[src/rtl/opcodes.sv]
// Function codes and flag layout shared by the 16-bit ALU and every block that drives it.
`ifndef FLAGS_C
`define FLAGS_C 0
`endif

package opcodes;

    typedef enum logic [3:0] {
        FnMem = 4'd0,
        FnADD = 4'd1,
        FnSUB = 4'd2,
        FnAND = 4'd3,
        FnOR  = 4'd4,
        FnXOR = 4'd5,
        FnLSL = 4'd6,
        FnLSR = 4'd7
    } alu_functions_t;

endpackage

[src/rtl/alu_mul_seq.sv]
// Iterative unsigned shift-add multiplier that borrows the shared 16-bit ALU
// for one add and one shift per multiplier bit.
module alu_mul_seq #(
    parameter int NBITS = 16
) (
    input  logic                   Clock,
    input  logic                   nReset,
    input  logic                   Start,
    input  logic [15:0]            Mcand,
    input  logic [15:0]            Mplier,
    output logic                   Busy,
    output logic                   Done,
    output logic [31:0]            Product,
    output logic                   AluReq,
    output opcodes::alu_functions_t AluOp,
    output logic [15:0]            AluOp1,
    output logic [15:0]            AluOp2,
    input  logic [15:0]            AluResult,
    input  logic [3:0]             AluFlags
);

    typedef enum logic [1:0] {
        S_IDLE  = 2'd0,
        S_ADD   = 2'd1,
        S_SHIFT = 2'd2,
        S_DONE  = 2'd3
    } state_t;

    localparam logic [4:0] CNT_LAST  = 5'(NBITS - 1);
    localparam int         SHIFT_OUT = 16 - NBITS;

    state_t      state_q, state_d;
    logic [15:0] hi_q, hi_d;
    logic [15:0] lo_q, lo_d;
    logic [15:0] m_q, m_d;
    logic        c_q, c_d;
    logic [4:0]  cnt_q, cnt_d;
    logic [31:0] product_q, product_d;

    // Only the carry flag matters to this block.
    logic unused_flags;
    assign unused_flags = ^AluFlags;

    // NOTE: state registers use non-blocking assignments so every register
    // samples the pre-edge value of every other one, independent of order.
    always_ff @(posedge Clock) begin
        if (!nReset) begin
            state_q   <= S_IDLE;
            hi_q      <= '0;
            lo_q      <= '0;
            m_q       <= '0;
            c_q       <= 1'b0;
            cnt_q     <= '0;
            product_q <= '0;
        end else begin
            state_q   <= state_d;
            hi_q      <= hi_d;
            lo_q      <= lo_d;
            m_q       <= m_d;
            c_q       <= c_d;
            cnt_q     <= cnt_d;
            product_q <= product_d;
        end
    end

    // NOTE: every signal assigned here gets a default first, so no path
    // through the case statement can leave one unassigned and infer a latch.
    always_comb begin
        state_d   = state_q;
        hi_d      = hi_q;
        lo_d      = lo_q;
        m_d       = m_q;
        c_d       = c_q;
        cnt_d     = cnt_q;
        product_d = product_q;
        AluOp     = opcodes::FnMem;
        AluOp1    = '0;
        AluOp2    = '0;

        case (state_q)
            S_IDLE: begin
                if (Start) begin
                    m_d     = Mcand;
                    lo_d    = Mplier;
                    hi_d    = '0;
                    c_d     = 1'b0;
                    cnt_d   = '0;
                    state_d = S_ADD;
                end
            end

            S_ADD: begin
                // FnMem passes Hi through with carry 0 when this bit is clear.
                AluOp   = lo_q[0] ? opcodes::FnADD : opcodes::FnMem;
                AluOp1  = hi_q;
                AluOp2  = m_q;
                hi_d    = AluResult;
                c_d     = AluFlags[`FLAGS_C];
                state_d = S_SHIFT;
            end

            S_SHIFT: begin
                AluOp  = opcodes::FnLSR;
                AluOp1 = hi_q;
                hi_d   = {c_q, AluResult[14:0]};
                lo_d   = {hi_q[0], lo_q[15:1]};
                c_d    = 1'b0;
                cnt_d  = cnt_q + 5'd1;
                if (cnt_q == CNT_LAST) begin
                    // With fewer than 16 bits consumed the product still sits
                    // left-aligned in {Hi,Lo}; realign it on the way out.
                    product_d = {hi_d, lo_d} >> SHIFT_OUT;
                    state_d   = S_DONE;
                end else begin
                    state_d = S_ADD;
                end
            end

            S_DONE: begin
                state_d = S_IDLE;
            end

            default: begin
                state_d = S_IDLE;
            end
        endcase
    end

    assign Busy    = (state_q == S_ADD) || (state_q == S_SHIFT);
    assign AluReq  = Busy;
    assign Done    = (state_q == S_DONE);
    assign Product = product_q;

endmodule
[config.mk]
export PLATFORM = sky130hd
export DESIGN_NAME = alu_mul_seq
export DESIGN_NICKNAME = d
export VERILOG_FILES = /design/src/rtl/opcodes.sv /design/src/rtl/alu_mul_seq.sv
export SDC_FILE = /design/constraint.sdc
export NUM_CORES = 1
export LEC_CHECK = 0
export ABC_AREA = 1
export BUFFER_PORTS_ARGS = -buffer_cell sky130_fd_sc_hd__buf_2
export CAP_MARGIN = 15
export CORE_MARGIN = 2
export CORE_UTILIZATION = 30
export CTS_CLUSTER_SIZE = 10
export DETAILED_ROUTE_END_ITERATION = 6
export PLACE_DENSITY_LB_ADDON = 0.25
export SYNTH_ARGS = -nofsm -noshare
export SYNTH_HDL_FRONTEND = slang
export SYNTH_SLANG_ARGS = --single-unit
[constraint.sdc]
create_clock -name Clock -period 2.7 [get_ports Clock]
set_clock_uncertainty 0.2 [all_clocks]
set_input_delay 0.27 -clock Clock [delete_from_list [all_inputs] [get_ports Clock]]
set_output_delay 0.27 -clock Clock [all_outputs]
set_load 0.01 [all_outputs]
## Yosys cells after proc, flatten, opt, wreduce, memory -nomap -nowiden

Cells that the tools add are included.

- Output and inout port bits: 71
- Register bits after elaboration: 88
- Input port bits: 55

- Reduce and logical (&&, ||, !) cells: 9
- Multiplexer cells: 15
- $add $sub $neg: 1
- Equal/unequal tests: 5

Operator list:

| operator | number |
|---|---|
| $mux 16 | 4 |
| $pmux 16 s3 | 1 |
| $pmux 16 s2 | 1 |
| $pmux 5 s2 | 1 |
| $pmux 2 s4 | 1 |
| $reduce_and 2->1 | 4 |
| $pmux 3 s2 | 1 |
| $add 5x1->5 const B | 1 |
| $eq 5x4->1 const B | 1 |
| $mux 5 | 1 |
| $eq 2x2->1 const B | 2 |
| $mux 2 | 2 |
| $pmux 1 s3 | 1 |
| $reduce_bool 3->1 | 1 |
| $eq 2x1->1 const B | 1 |
| $logic_not 2->1 | 1 |
| $mux 1 | 2 |
| $ne 2x2->1 const B | 1 |
| $reduce_bool 2->1 | 1 |
| $reduce_or 2->1 | 1 |
| $logic_or 1x1->1 | 1 |

## Longest topological paths before layout

- Word-level depth: 3
- Depth in mapped cells: 10
- Gate-level depth less buffers: 8

## Worst setup path before layout

OpenSTA, ideal clock, no wires.

- Path kind: register to output
- Start point: register state_q[0]
- End point: output port AluOp1[10]
- Arrival time: 1.384 ns
- Cell stages (with the launch flop): 7
- Path buffers: 2
- Path slack: 0.846 ns
- Path through: dfxtp_1 -> inv_1 -> ha_1 -> buf_4 -> clkbuf_1 -> nand2_1 -> inv_1

- Cells in the longest elaborated chain, start to end: 3

RTL lines:

| element | RTL line | source |
|---|---|---|
| start: declaration | alu_mul_seq.sv:32 | `state_t state_q, state_d;` |
| start signal: assignment | alu_mul_seq.sv:56 | `state_q <= state_d;` |
| $eq 2x1->1 / $eq 2x2->1 (equally long branches) | alu_mul_seq.sv:80 | `case (state_q)` |
| $reduce_or 2->1 (no source line) * | - |  |
| $mux 16 * | alu_mul_seq.sv:80 |  |
| end: declaration | alu_mul_seq.sv:16 | `output logic [15:0] AluOp1,` |

Every way passes the cells marked *; elsewhere a longest branch is shown, timed or not.

## Worst setup path in the final report

- Start point: register state_q[1]
- End point: output port AluOp[0]

- Cells in the longest elaborated chain, start to end: 2

RTL lines:

| element | RTL line | source |
|---|---|---|
| $eq 2x2->1 / $eq 2x1->1 (equally long branches) | alu_mul_seq.sv:80 |  |
| $pmux 3 s2 * | alu_mul_seq.sv:80 |  |
| end: declaration | alu_mul_seq.sv:15 | `output opcodes::alu_functions_t AluOp,` |

Marks and branches as above.

==> impl_metrics.ini <==
[status]
outcome = finished clean

[global_route]
busiest_layer = met2
grt_pass1_wl_mm = 18.0
use_met3_pct = 3.88
overflow = 0
met2_usage_pct = 25.0
grt_usage_pct = 15.7
grt_use_met1_pct = 20.2
grt_pass1_vias = 3689
grt_max_degree = 37
antenna_found_initial = 1

[placement]
hpwl_mm = 7.32
place.gp.congestion = 0.840
place_area_um2 = 4620
port-buffer-count = 121
pre_cts_ws_ns = 0.517

[setup_path]
worstPathArrival_ns = 1.98
criticalPathCategory = flop to output port
critical_path.max_fanout = 19
required_ns = 2.23
cp-start-kind = flop
critPathCaptureType = output port

[job]
drv_cap = 0

[routing]
first_iter_violations = 210
drc = 0
vias = 3850
wl_per_cell_um = 12.5
firstDrtPassIters = 4
viasPerCell = 4.48
drt_wl_total_mm = 10.8
ant_nets = 0

[layout]
drive_above_1_share_pct = 25.6
area_growth_pct = 28.1
multiInputGateArea_um2 = 1800
seqCellArea_um2 = 1760
fillCellCount = 1417
nets = 739
design_area_um2 = 5080

[synth]
synth.area.top_cells = dfxtp_1 44%, nor2_1 12%, nand2_1 11%
syn_area_um2 = 3970
yosys_warnings = 0
synth_top_area_cell = dfxtp_1
netlist_instances = 561
netlist-cell-type-count = 26
syn_area_per_cell_um2 = 7.07
synthDominantCellAreaShare_pct = 44.4
synthesis.nets = 622
yosysSeqAreaShare_pct = 44.4
synth_seq_cells = 88

[cts]
cts_tree = yes
clkSinkCount = 88
cts-root-buf = clkbuf_16
htreeDepth = 3
clock_latency_ns = 0.34
clk_path_buf_depth = 2
cts_buffers = 9
clk_transition_reported_paths_ns = 0.06

[floorplanning]
die_y_um = 119
rows = 42
die-width_um = 119
die-area_um2 = 14200
core_um2 = 13100
ioPinCount = 126
start_util_pct = 30.3

[power]
powerDensity_nw_per_um2 = 737
total_power_mw = 3.74
p_leak_nw = 2.57
peakVddDrop_mv = 0.267

[timing]
max_freq_ghz = 0.408
setup_tns_ns = 0
grt_setup_unrepaired = no
maxSlewHeadroom_pct = 48.1
drv_slew = 0
finalHoldViolCount = 0
period_minus_slack_ns = 2.45
layout_setup_ws_ns = 0.248
tightest_slew_ns = 0.779
final.period_utilization_pct = 90.8
setup_viol = 0

[min_path]
hp-class = primary input to flop
registers in the layout, summed over array words and instances, names as in the netlist:
signal and count:
state_q 2, Product 32, cnt_q 5, lo_q 16, hi_q 16, c_q 1
m_q 16
per-stage QoR:
stage          util, %  hold slack, ns  std cells
6_report          38.8         0.00433        860
3_3_place_gp      35.3           0.249        828
5_1_grt           38.8          0.0168        860
4_1_cts           38.8        0.000318        859
2_1_floorplan        -           0.230        561
3_5_place_dp      35.3           0.262        828
cell usage after synthesis:
master / n
and3_1: 1
o21a_1: 15
buf_2: 17
a21oi_1: 18
conb_1: 1
clkbuf_2: 1
dfxtp_1: 88
inv_6: 1
buf_12: 1
clkbuf_1: 10
ha_1: 6
nand2_4: 3
nor2_4: 1
buf_6: 4
nand2_2: 2
buf_4: 6
nor2_2: 11
inv_1: 38
nor3_1: 1
o21ai_0: 64
nor2_1: 126
inv_2: 5
nand2_1: 113
nand3_1: 21
o21ai_1: 2
a21oi_2: 5
logic make-up after synthesis:
family | Yosys count | synth area share (%)
compound gates | 104 | 14.5
fa+ha+maj | 6 | 1.89
buf+inv | 83 | 10.3
flops | 88 | 44.4
other cells | 1 | 0.0946
simple gates | 279 | 28.7
worst paths after layout:
path / from / to / slack, ns / cells past startpoint
min: Mcand[4] / m_q[4]$_SDFFE_PN0P_ / 0.004 / 3
min reg2reg: cnt_q[4]$_SDFFE_PN0P_ / cnt_q[4]$_SDFFE_PN0P_ / 0.27 / 2
max: state_q[1]$_SDFFE_PN0P_ / AluOp[0] / 0.25 / 5
max reg2reg: state_q[0]$_SDFFE_PN0P_ / cnt_q[1]$_SDFFE_PN0P_ / 0.68 / 7
cell type report:
cell class / count / share of cell area, %
well taps: 176 / 4.34
multi-input cells: 390 / 35.4
clock inverters: 7 / 1.53
repair buffers: 145 / 16.2
flip-flops and latches: 88 / 34.7
clock buffers: 9 / 4.43
inverters: 44 / 3.35
diodes: 1 / 0.0493
where the power goes:
group          total, mW  internal (mW)  switching (mW)
combinational      0.964          0.319           0.645
clock               1.27          0.727           0.542
sequential          1.51           1.43          0.0773
total               3.74           2.48            1.26
layout by cell type (no fill, tap or decap), drive strengths merged, types with 2 or more instances in the layout:
cell type    instances
a21oi               23
buf                130
clkbuf               9
clkinv               2
dfxtp               88
dlygate4sd3         15
ha                   6
inv                 47
nand2              118
nand3               21
nor2               138
o21a                15
o21ai               66
routing by layer:
| metal | share of wire (%) | vias up |
|---|---|---|
| li1 | - | 1981 |
| met1 | 47 | 1742 |
| met2 | 45 | 107 |
| met3 | 5.6 | 20 |
| met4 | 2.4 | 0 |
| met5 | 0 | - |
worst max-delay path, cell delays in order (launching register included):
cell and delay (ns):
dfxtp_1 0.33, inv_1 0.12, ha_1 0.68, nand2_1 0.15, a21oi_1 0.19, buf_2 0.18
what timing repair did:
| action | 4_1_cts | 5_1_grt |
|---|---|---|
| hold endpoints to repair | 15 | 0 |
| setup buffers | 0 | 0 |
| setup endpoints to repair | 0 | 1 |
| gates resized for setup | 0 | 1 |
| hold buffers | 15 | 0 |
Note: power is estimated with default switching activity, not from simulation.
